### config.mk
export PLATFORM = sky130hd
export DESIGN_NAME = hilo_muldiv
export DESIGN_NICKNAME = d
export VERILOG_FILES = /design/src/rtl/hilo_muldiv.sv
export SDC_FILE = /design/constraint.sdc
export NUM_CORES = 1
export LEC_CHECK = 0
export ABC_CLOCK_PERIOD_IN_PS = 10450
export BUFFER_PORTS_ARGS = -buffer_cell sky130_fd_sc_hd__buf_4
export CAP_MARGIN = 10
export CORE_MARGIN = 2
export CORE_UTILIZATION = 50
export CTS_CLUSTER_DIAMETER = 100
export DETAILED_ROUTE_END_ITERATION = 10
export PLACE_DENSITY = 0.69
export SLEW_MARGIN = 20
export SYNTH_ARGS = -nofsm -noshare
export SYNTH_HDL_FRONTEND = slang
export SYNTH_SLANG_ARGS = --single-unit
### constraint.sdc
create_clock -name clock -period 10.45 [get_ports clock]
set_input_delay 1.045 -clock clock [delete_from_list [all_inputs] [get_ports clock]]
set_output_delay 1.045 -clock clock [all_outputs]
set_load 0.01 [all_outputs]
### src/rtl/hilo_muldiv.sv
// hilo_muldiv
// Iterative 32-bit multiply/divide unit holding the architectural HI/LO pair
// of the single-cycle Minisys CPU. A mult/multu/div/divu takes 34 cycles:
// one accept cycle, 32 iteration cycles and one DONE cycle in which the
// stalled instruction retires. mthi/mtlo write HI/LO directly when idle.
//
// Ports:
//   clock            rising-edge system clock
//   reset            synchronous, active-low reset
//   Opcode           instruction [31:26]
//   Function_opcode  instruction [5:0]; [1:0] selects mult/multu/div/divu
//   HI_LO_write      decoder flag: start a mult/div
//   HI_LO_move       2'b10 = mfhi, 2'b01 = mflo, 2'b00 = none
//   Read_data_1      rs operand
//   Read_data_2      rt operand
//   HI_LO_data       HI or LO for mfhi/mflo, else 0 (combinational)
//   Stall            freezes PC / register-file write (combinational)
//   Hi, Lo           architectural HI and LO registers
module hilo_muldiv (
  input  logic        clock,
  input  logic        reset,
  input  logic [5:0]  Opcode,
  input  logic [5:0]  Function_opcode,
  input  logic        HI_LO_write,
  input  logic [1:0]  HI_LO_move,
  input  logic [31:0] Read_data_1,
  input  logic [31:0] Read_data_2,
  output logic [31:0] HI_LO_data,
  output logic        Stall,
  output logic [31:0] Hi,
  output logic [31:0] Lo
);

  localparam logic [1:0] S_IDLE = 2'd0;
  localparam logic [1:0] S_BUSY = 2'd1;
  localparam logic [1:0] S_DONE = 2'd2;

  logic [1:0]  r_state;
  logic [5:0]  r_cnt;
  logic [63:0] r_acc;
  logic [31:0] r_opnd;
  logic        r_isDiv;
  logic        r_negA;
  logic        r_negB;
  logic        r_divZero;
  logic [31:0] r_hi;
  logic [31:0] r_lo;

  logic        w_signed;
  logic        w_negRs;
  logic        w_negRt;
  logic [31:0] w_magRs;
  logic [31:0] w_magRt;
  logic [32:0] w_mulSum;
  logic [63:0] w_mulNext;
  logic [32:0] w_divShift;
  logic [32:0] w_divDiff;
  logic [63:0] w_divNext;
  logic        w_signDiff;
  logic [63:0] w_prod;
  logic [31:0] w_quo;
  logic [31:0] w_rem;
  logic        w_mthi;
  logic        w_mtlo;

  // Operand magnitudes: signed ops (funct bit 0 clear) take absolute values,
  // and the signs are kept aside for the fix-up at the end.
  always_comb begin
    w_signed = ~Function_opcode[0];
    w_negRs  = w_signed & Read_data_1[31];
    w_negRt  = w_signed & Read_data_2[31];
    w_magRs  = w_negRs ? (32'd0 - Read_data_1) : Read_data_1;
    w_magRt  = w_negRt ? (32'd0 - Read_data_2) : Read_data_2;
    w_mthi   = (Opcode == 6'd0) && (Function_opcode == 6'b010001);
    w_mtlo   = (Opcode == 6'd0) && (Function_opcode == 6'b010011);
  end

  // One iteration of each algorithm on the shared 64-bit accumulator.
  // Multiply: upper half accumulates the multiplicand while the multiplier
  // shifts out of the lower half, LSB first. Divide: upper half is the
  // partial remainder (always below the divisor, so 32 bits suffice between
  // steps), lower half shifts the dividend out MSB first and the quotient in.
  always_comb begin
    w_mulSum   = {1'b0, r_acc[63:32]} + (r_acc[0] ? {1'b0, r_opnd} : 33'd0);
    w_mulNext  = {w_mulSum, r_acc[31:1]};
    w_divShift = {r_acc[63:32], r_acc[31]};
    w_divDiff  = w_divShift - {1'b0, r_opnd};
    w_divNext  = w_divDiff[32] ? {w_divShift[31:0], r_acc[30:0], 1'b0}
                               : {w_divDiff[31:0],  r_acc[30:0], 1'b1};
  end

  // Sign fix-up of the final iteration's result. Divide by zero forces LO
  // to all ones; HI then naturally holds rs because the remainder equals
  // the dividend magnitude and gets rs's sign back.
  always_comb begin
    w_signDiff = r_negA ^ r_negB;
    w_prod     = w_signDiff ? (64'd0 - w_mulNext) : w_mulNext;
    w_quo      = r_divZero ? 32'hFFFF_FFFF
               : (w_signDiff ? (32'd0 - w_divNext[31:0]) : w_divNext[31:0]);
    w_rem      = r_negA ? (32'd0 - w_divNext[63:32]) : w_divNext[63:32];
  end

  // Main sequencer: accept in IDLE, iterate 32 times in BUSY committing
  // on the last edge, then spend one cycle in DONE so the still-present
  // instruction cannot restart the unit.
  always_ff @(posedge clock) begin
    if (!reset) begin
      r_state   <= S_IDLE;
      r_cnt     <= 6'd0;
      r_acc     <= 64'd0;
      r_opnd    <= 32'd0;
      r_isDiv   <= 1'b0;
      r_negA    <= 1'b0;
      r_negB    <= 1'b0;
      r_divZero <= 1'b0;
      r_hi      <= 32'd0;
      r_lo      <= 32'd0;
    end else begin
      case (r_state)
        S_IDLE: begin
          if (HI_LO_write) begin
            r_isDiv   <= Function_opcode[1];
            r_negA    <= w_negRs;
            r_negB    <= w_negRt;
            r_divZero <= (Read_data_2 == 32'd0);
            r_opnd    <= Function_opcode[1] ? w_magRt : w_magRs;
            r_acc     <= {32'd0, (Function_opcode[1] ? w_magRs : w_magRt)};
            r_cnt     <= 6'd0;
            r_state   <= S_BUSY;
          end else if (w_mthi) begin
            r_hi <= Read_data_1;
          end else if (w_mtlo) begin
            r_lo <= Read_data_1;
          end
        end
        S_BUSY: begin
          r_acc <= r_isDiv ? w_divNext : w_mulNext;
          r_cnt <= r_cnt + 6'd1;
          if (r_cnt == 6'd31) begin
            r_state <= S_DONE;
            if (r_isDiv) begin
              r_hi <= w_rem;
              r_lo <= w_quo;
            end else begin
              r_hi <= w_prod[63:32];
              r_lo <= w_prod[31:0];
            end
          end
        end
        S_DONE:  r_state <= S_IDLE;
        default: r_state <= S_IDLE;
      endcase
    end
  end

  // Outputs: stall covers the accept cycle and all BUSY cycles; mfhi/mflo
  // read the registers as they stand this cycle.
  always_comb begin
    Stall = (r_state == S_BUSY) || ((r_state == S_IDLE) && HI_LO_write);
    Hi    = r_hi;
    Lo    = r_lo;
    case (HI_LO_move)
      2'b10:   HI_LO_data = r_hi;
      2'b01:   HI_LO_data = r_lo;
      default: HI_LO_data = 32'd0;
    endcase
  end

endmodule

After elaboration in Yosys (flattened, before gate mapping)
Cells that the tools add are included.
Storage, ports and cells
  bits in registers: 172
  output and inout bits: 97
Cells by class
  reduce and logical (&&, ||, !) cells: 13
  muxes and demuxes: 30
  bitwise logic cells: 4
  $add $sub $neg: 8
  equal/unequal tests: 12
Operator list (number)
  2-to-1 mux 32 bit: 17
  2-to-1 mux 64 bit: 4
  case mux 32 bit (2 select lines): 3
  case mux 64 bit (2 select lines): 1
  subtractor 1 x 32 -> 32 bit (first input constant): 4
  subtractor 1 x 64 -> 64 bit (first input constant): 1
  adder 32 x 32 -> 33 bit: 1
  subtractor 33 x 32 -> 33 bit: 1
  logical NOT 32 bit: 1
  == test 6 x 5 -> 1 bit (second input constant): 3
  inequality test 2 bit (second input constant): 6
  case mux 6 bit (2 select lines): 1
  adder 6 x 1 -> 6 bit (second input constant): 1
  logical NOT 6 bit: 1
  2-to-1 mux 6 bit: 1
  AND reduction 2 bit: 3
  AND reduction 5 bit: 1
  == test 2 x 1 -> 1 bit (second input constant): 2
  2-to-1 mux 2 bit: 2
  case mux 2 bit (2 select lines): 1
  AND reduction 4 bit: 1
  logical AND 1 bit: 3
  bitwise AND 1 bit: 2
  == test 2 bit (second input constant): 1
  5 further kinds: 5

Logic depth before layout (Yosys ltp)
Gate-level depths: netlist of the first run.
  depth after elaboration: 8
  gate-level depth with buffers: 25
  depth with buffers taken out: 22

Least setup slack after synthesis of the first run
No wires, ideal clock.
  kind: register -> register
  start point: reg r_acc[31]
  end point: reg r_hi[30] (netlist: Hi[30])
  stages on the path, launching flop included: 26
  data arrival time: 5455 ps
  path slack: 4925 ps
  clock period less this slack: 5525 ps
  required time: 10380 ps
  library setup time: 70 ps
  cells stage by stage: dfxtp_1 > inv_1 > ha_1 > inv_1 > fa_1 > a211oi_2 > o211ai_1 > and3_1 > o2111a_1 > nor3_2 > nor2_2 > inv_2 > buf_2 > buf_1 > buf_1 > nor2_1 > a21oi_1 > ha_1 > nand2_1 > a2111oi_2 > o22ai_1 > nor4_4 > nand3_2 > or4_1 > and3_1 > a21oi_1
Between the ends
  word-level cells in the longest chain between the ends: 7
  elaborated cells on any way between the ends: 9
  classes of those cells: add/sub: 3; mux: 6
Ends and longest elaborated chain
  start: declaration: line 40  | logic [63:0] r_acc;
  start signal: assignment: line 127  | r_acc <= {32'd0, (Function_opcode[1] ? w_magRs : w_magRt)};
  start signal: assignment: line 137  | r_acc <= r_isDiv ? w_divNext : w_mulNext;
  subtractor 33 x 32 -> 33 bit: line 87  | w_divDiff = w_divShift - {1'b0, r_opnd};
  2-to-1 mux 64 bit: line 88  | w_divNext = w_divDiff[32] ? {w_divShift[31:0], r_acc[30:0], 1'b0}
  subtractor 1 x 32 -> 32 bit: line 100  | w_rem = r_negA ? (32'd0 - w_divNext[63:32]) : w_divNext[63:32];
  2-to-1 mux 32 bit: line 100
  2-to-1 mux 32 bit (*): line 141  | if (r_isDiv) begin
  2-to-1 mux 32 bit (*): line 139  | if (r_cnt == 6'd31) begin
  case mux 32 bit (2 select lines) (*): line 119  | case (r_state)
  end signal: assignment: line 131  | r_hi <= Read_data_1;
  end signal: assignment: line 142  | r_hi <= w_rem;
  end signal: assignment: line 145  | r_hi <= w_prod[63:32];
  end: declaration: line 46  | logic [31:0] r_hi;
Every way passes the cells marked *; elsewhere a longest branch is shown, timed or not. The select of a mux whose other input is x is not followed.
A chain may end at the register's enable or synchronous reset.

Worst setup path in the final report of the first run
Same ends and word-level chain as after synthesis.

==> results of run 1 <==
power groups by stage:
stage          clock network, mW  registers [mW]  logic [mW]
3_3_place_gp                   0           0.746       0.891
4_1_cts                    0.670           0.732       0.904
5_1_grt                    0.696           0.738       0.999
6_report                   0.668           0.737       0.937
2_1_floorplan                  0           0.711       0.660
3_5_place_dp                   0           0.747       0.900
kinds of logic (layout without fill, tap and decap cells):
family	Yosys count	in the layout	share of synthesized area, %
AND/OR/NAND/NOR	872	872	23.2
AO/OA/AOI/OAI	830	830	31.1
buffers and inverters	269	296	5.91
XOR/XNOR	220	220	10.9
flip-flops	172	172	19.5
adder cells (fa/ha/maj)	74	74	5.33
multiplexers	73	73	4.16
per-layer routing:
metal | wire [µm] | track usage [%] | vias to the layer above
met5 | 0 | 0 | -
met2 | 30700 | 57.4 | 1324
met4 | 3450 | 17.7 | 0
li1 | - | - | 9198
met1 | 31900 | 57.3 | 9396
met3 | 10300 | 11.1 | 152
area by class of cell:
type | instances | area share [%]
Inverter | 68 | 1.31
Multi-Input combinational cell | 2069 | 67.6
Clock inverter | 10 | 0.735
Sequential cell | 172 | 17.6
Clock buffer | 20 | 2.23
Timing Repair Buffer | 198 | 7.59
Tap cell | 455 | 2.91
sequential cells by signal, indices dropped and copies added (netlist names):
| register | count |
|---|---|
| r_negA | 1 |
| Lo | 32 |
| r_negB | 1 |
| Hi | 32 |
| r_opnd | 32 |
| r_isDiv | 1 |
| r_divZero | 1 |
| r_state | 2 |
| r_cnt | 6 |
| r_acc | 64 |
cells in the final DEF (no fill, tap or decap), types with 8 or more instances in the layout:
master | synthesis | routed
clkbuf_16 | 0 | 17
nor3_1 | 52 | 51
and3_1 | 17 | 17
and2_1 | 26 | 25
a22oi_1 | 54 | 54
a21oi_1 | 199 | 199
nor2_1 | 297 | 296
o21ai_0 | 155 | 155
o221ai_1 | 32 | 32
nand4_1 | 22 | 22
a211oi_1 | 101 | 101
ha_1 | 72 | 70
nand2_1 | 283 | 282
o21a_1 | 20 | 20
dfxtp_1 | 172 | 171
or4_1 | 9 | 9
o31a_1 | 8 | 8
buf_4 | 3 | 198
nand3_1 | 40 | 40
o41ai_1 | 11 | 11
mux2i_1 | 70 | 70
or3_1 | 20 | 20
a31oi_1 | 55 | 55
inv_1 | 66 | 65
xor2_1 | 107 | 106
xnor2_1 | 113 | 112
o31ai_1 | 28 | 28
or2_2 | 9 | 9
a21o_1 | 26 | 26
o211ai_1 | 43 | 43
nor4_1 | 24 | 24
nor2b_1 | 14 | 13
nand2b_1 | 14 | 13
a311oi_1 | 16 | 16
per-stage QoR:
stage          setup WS (ns)  hold WS (ns)  instances  util (%)  instance area, µm²
2_1_floorplan           4.93         0.432       2510         -               17700
3_3_place_gp            4.37         0.440       2962      54.8               19000
3_5_place_dp            4.16         0.446       2962      54.8               19000
4_1_cts                 4.13         0.453       2992      56.5               19600
5_1_grt                 3.67         0.475       2992      56.5               19600
6_report                4.01         0.452       2992      56.5               19600
worst max-delay path: cells and delay by family (launching register included):
| family | cells | cell delay, ns |
|---|---|---|
| AOI/OAI and AO/OA | 8 | 2.13 |
| and+or+nand+nor | 7 | 1.72 |
| adders and majority gates | 3 | 1.04 |
| buffers and inverters | 4 | 1.09 |
| DFF | 1 | 0.37 |
worst max-delay path by stage:
stage,startpoint,endpoint,slack [ns],cells after the start
3_5_place_dp,r_acc[31],Hi[30],4.16,22
6_report,r_acc[31],Hi[30],4.01,22
3_3_place_gp,r_acc[31],Hi[30],4.37,22
4_1_cts,r_acc[31],Hi[30],4.13,22
5_1_grt,r_acc[31],Hi[30],3.67,23
2_1_floorplan,r_acc[31],Hi[30],4.93,25
==> impl_metrics.py, run 1 <==
metrics = {
    "status": {
        "status": "finished, final reports clean",
    },
    "layout": {
        "diodes": 0,
        "nets": 2681,
        "drive_gt1_share_pct": 11.0,
        "area_growth_pct": 10.8,
        "seq_area_um2": 3450,
        "multi_input_area_um2": 13200,
        "nFillCells": 3462,
    },
    "worst_setup_path": {
        "path_class": "reg2reg",
        "cp.required_ns": 10.84,
        "cp-end-kind": "flip-flop",
        "reg2reg_slack_ns": 4.01,
        "r2r-end": "Hi[30]",
        "crit_chain": "inv_1 > ha_1 > inv_1 > fa_1 > a211oi_2 > o211ai_1 > and3_1 > o2111a_1 > o21a_1 > nor2_4 > buf_4 > inv_2 > a21oi_1 > ha_1 > nand2_1 > a2111oi_2 > o22ai_1 > nor4_4 > nand3_2 > or4_1 > and3_1 > a21oi_1",
        "r2r-start": "r_acc[31]",
        "cp_slowest_stage_delay_ns": 0.49,
        "crit_fanout": 42,
        "arrival_ns": 6.83,
        "slowest_stage": "nor4_4",
        "r2r_cells": 22,
        "cp-start-kind": "flip-flop",
    },
    "sta": {
        "fin_crit_sh_pct": 61.7,
        "hold_viol_final": 0,
        "max_freq_mhz": 155,
        "fin_setup_tns_ns": 0,
        "worst_pin_slew_ns": 1.26,
        "setup-violations-final": 0,
        "relSlewSlack_pct": 15.1,
        "skew_ns": 0.0211,
        "rsz0062_at_grt": "no",
        "drv_slew": 0,
        "fin_crit_ns": 6.44,
    },
    "global_routing": {
        "track_usage_pct": 40.7,
        "grt_max_degree": 94,
        "first_global_vias": 17833,
        "antenna_found_initial": 0,
        "grt_pass1_wl_mm": 112,
        "overflow": 0,
    },
    "hold_path": {
        "worst_hold_path_type": "reg2reg",
        "worstHoldStart": "r_opnd[27]",
        "min_path_cells": 2,
        "hold_end": "r_opnd[27]",
    },
    "pwr": {
        "total_power_mw": 2.34,
        "internal_power_mw": 1.37,
        "power.leakage_nw": 7.83,
        "p_clk_share_pct": 28.5,
        "combinationalPowerShare_pct": 40.0,
        "sw_frac_of_total_pct": 41.5,
        "power.density_nw_per_um2": 120,
        "p_switching_mw": 0.971,
        "peakVddDrop_uv": 122,
        "power_frac_seq_pct": 31.5,
    },
    "placed_design": {
        "port_buffers": 177,
        "dpl.hpwl_mm": 59.4,
        "routabilityCongestion": 1.02,
    },
    "yosys": {
        "ys_ff_latch": 172,
        "yosys-top-cells-count": "297 x nor2_1, 283 x nand2_1, 199 x a21oi_1, 172 x dfxtp_1, 157 x clkbuf_1",
        "synthCells": 2510,
        "syn-num-nets": 2665,
        "synth.area.top_cells": "dfxtp_1 19%, nor2_1 6.3%, nand2_1 6.0%",
        "synthDistinctLibCells": 90,
        "synth-edff-count": 0,
        "synth_top_area_share_pct": 19.5,
        "synth_warnings": 0,
        "dominantRegCellSynth": "dfxtp_1",
        "synth-async-reset-ratio_pct": 0,
        "avgSynthCellArea_um2": 7.04,
        "ys_seq_area_share_pct": 19.5,
        "netlist_area_um2": 17700,
        "yosysTopAreaCell": "dfxtp_1",
        "yosysMostFrequentCell": "nor2_1",
    },
    "floorplan": {
        "start_util_pct": 51.0,
        "ioPinCount": 178,
        "die_h_um": 192,
        "core_um2": 34600,
        "die_w_um": 192,
        "die_area_um2": 36800,
        "core.rowCount": 68,
    },
    "cts": {
        "postCtsSetupRepairBufs": 0,
        "cts_buffer_depth": 2,
        "worstSkewPairLatency_ns": 0.47,
        "cts_tree": "built",
        "clock_sinks": 172,
        "cts_resized": 0,
        "htree_num_levels": 4,
        "postCtsHoldBufs": 0,
        "cts_buffers": 17,
        "root_buffer": "clkbuf_16",
        "clk_pin_slew_ns": 0.07,
    },
    "routing": {
        "vias_per_cell": 6.71,
        "drc_errors": 0,
        "drt_first_pass_iters": 8,
        "dr.first_iter.drc_count": 2895,
        "wl_mm": 76.4,
        "final_antenna_net_count": 0,
        "vias": 20070,
        "wl_per_cell_um": 25.5,
    },
    "run": {
        "max_cap_viol_count": 0,
    },
}
(Power assumes the default switching activity.)
==> run 2: changes to the inputs <==
ABC_CLOCK_PERIOD_IN_PS = 6200   (was 10450)
clock period = 6.2 ns   (was 10.45 ns; I/O delays follow)
==> run 2 against run 1 <==
Net effect:
- global-route usage increased by 0.094 points
- fmax up 11%
- worst hold slack improved by 0.0035 ns
- utilization up 0.051 points
- cell count increased by 0.23%
- count of clock-buffer cells in the layout up 1
- non-clock buffer count grew 5
- combinational power grew 69%
- largest cell class unchanged
- largest power group unchanged
==> impl_metrics.py, run 2 (same netlist as run 1, synthesis figures left out) <==
metrics = {
    "floorplan": {
        "die_h_um": 192,
        "ioPinCount": 178,
        "start_util_pct": 51.0,
        "die_w_um": 192,
        "core.rowCount": 68,
        "core_um2": 34600,
        "die_area_um2": 36800,
    },
    "layout": {
        "largest_register_ffs": 64,
        "largest-register": "r_acc",
        "drive_gt1_share_pct": 11.3,
        "layout_common_cells": "296 x nor2_1, 282 x nand2_1, 202 x buf_4",
        "final_common_cell": "nor2_1",
        "fin_cells": 2999,
        "nFillCells": 3420,
        "nets": 2686,
        "fin_util_pct": 56.6,
        "diodes": 0,
        "area_growth_pct": 10.9,
    },
    "pwr": {
        "sw_frac_of_total_pct": 42.6,
        "p_clk_share_pct": 27.2,
        "internal_power_mw": 2.23,
        "p_switching_mw": 1.65,
        "power_frac_seq_pct": 32.1,
        "power.leakage_nw": 7.85,
        "power.density_nw_per_um2": 198,
        "peakVddDrop_uv": 228,
        "combinationalPowerShare_pct": 40.7,
    },
    "cts": {
        "cts_tree": "built",
        "cts_resized": 0,
        "clock_sinks": 172,
        "clk_pin_slew_ns": 0.08,
        "root_buffer": "clkbuf_16",
        "cts_buffer_depth": 2,
        "worstSkewPairLatency_ns": 0.46,
        "htree_num_levels": 4,
        "cts_buffers": 17,
        "postCtsHoldBufs": 0,
        "postCtsSetupRepairBufs": 0,
    },
    "sta": {
        "worst_pin_slew_ns": 1.07,
        "skew_ns": 0.0167,
        "fin_crit_ns": 5.81,
        "max_freq_mhz": 172,
        "relSlewSlack_pct": 28.3,
        "rsz0062_at_grt": "no",
        "fin_crit_sh_pct": 93.7,
        "setup-violations-final": 0,
        "hold_viol_final": 0,
        "fin_setup_tns_ns": 0,
        "drv_slew": 0,
    },
    "placed_design": {
        "routabilityCongestion": 1.04,
        "dpl.hpwl_mm": 60.1,
        "dp_cells": 2966,
        "port_buffers": 177,
    },
    "routing": {
        "vias_per_cell": 6.69,
        "dr.first_iter.drc_count": 2536,
        "wl_per_cell_um": 25.6,
        "wl_mm": 76.8,
        "vias": 20051,
        "drt_first_pass_iters": 6,
        "drc_errors": 0,
        "final_antenna_net_count": 0,
    },
    "worst_setup_path": {
        "path_class": "reg2reg",
        "critPathTopFamily": "compound AO/OA/AOI/OAI gates",
        "cp.required_ns": 6.59,
        "cp-start-kind": "flip-flop",
        "cp_slowest_stage_delay_ns": 0.49,
        "cp-end-kind": "flip-flop",
        "critPathBufInv": 3,
        "slowest_stage": "nor4_4",
        "crit_chain": "inv_1 > ha_1 > inv_1 > fa_1 > a211oi_2 > o211ai_1 > and3_1 > o2111a_1 > o21a_1 > nor2_4 > inv_2 > a21oi_1 > ha_1 > nand2_1 > a2111oi_2 > o22ai_1 > nor4_4 > nand3_2 > or4_1 > and3_1 > a21oi_1",
        "arrival_ns": 6.20,
        "crit_fanout": 11,
    },
    "global_routing": {
        "overflow": 0,
        "grt_max_degree": 86,
        "grt_pass1_wl_mm": 112,
        "antenna_found_initial": 0,
        "track_usage_pct": 40.8,
        "first_global_vias": 17523,
    },
    "hold_path": {
        "worst_hold_path_type": "reg2reg",
    },
    "run": {
        "max_cap_viol_count": 0,
    },
    "status": {
        "status": "finished, final reports clean",
    },
}
run 2: path summary, 6_finish.rpt:
check | depth (start not counted) | to | slack, ns | startpoint
setup reg to reg | 21 | Hi[30] | 0.39 | r_acc[31]
setup / recovery | 21 | Hi[30] | 0.39 | r_acc[31]
hold / removal | 2 | r_opnd[1] | 0.46 | r_opnd[1]
hold reg to reg | 2 | r_opnd[1] | 0.46 | r_opnd[1]
run 2: metal layers:
metal / track usage, % / wire length, µm / vias to the layer above
li1: - / - / 9217
met4: 18.7 / 3770 / 0
met3: 10.7 / 9830 / 147
met2: 55.4 / 30100 / 1222
met5: 0 / 0 / -
met1: 59.1 / 33100 / 9465
run 2: power groups by stage:
stage / registers, mW / clock network, mW / logic (mW)
4_1_cts: 1.24 / 1.06 / 1.52
5_1_grt: 1.25 / 1.10 / 1.69
3_3_place_gp: 1.27 / 0 / 1.51
2_1_floorplan: 1.20 / 0 / 1.11
6_report: 1.25 / 1.06 / 1.58
3_5_place_dp: 1.27 / 0 / 1.52
run 2: cell type report:
type	count	area, µm²	share of cell area [%]
inverter	68	256	1.31
clock inverter	11	86.3	0.441
timing repair buffer	203	1530	7.80
multi-input combinational	2069	13200	67.6
sequential	172	3450	17.6
clock buffer	21	470	2.40
tap	455	569	2.91
run 2: worst min-delay path: stages, from the launching register on:
cell     delay, ns
dfxtp_1       0.31
nand2_1       0.05
a21oi_1       0.05
run 2: metrics by stage:
step / hold slack (ns) / power (mW) / area [µm²] / worst slack (ns)
2_1_floorplan: 0.432 / 2.31 / 17700 / 0.675
6_report: 0.455 / 3.89 / 19600 / 0.390
5_1_grt: 0.480 / 4.04 / 19600 / 0.0401
3_3_place_gp: 0.441 / 2.77 / 19000 / 0.731
4_1_cts: 0.458 / 3.83 / 19600 / 0.533
3_5_place_dp: 0.448 / 2.78 / 19000 / 0.569
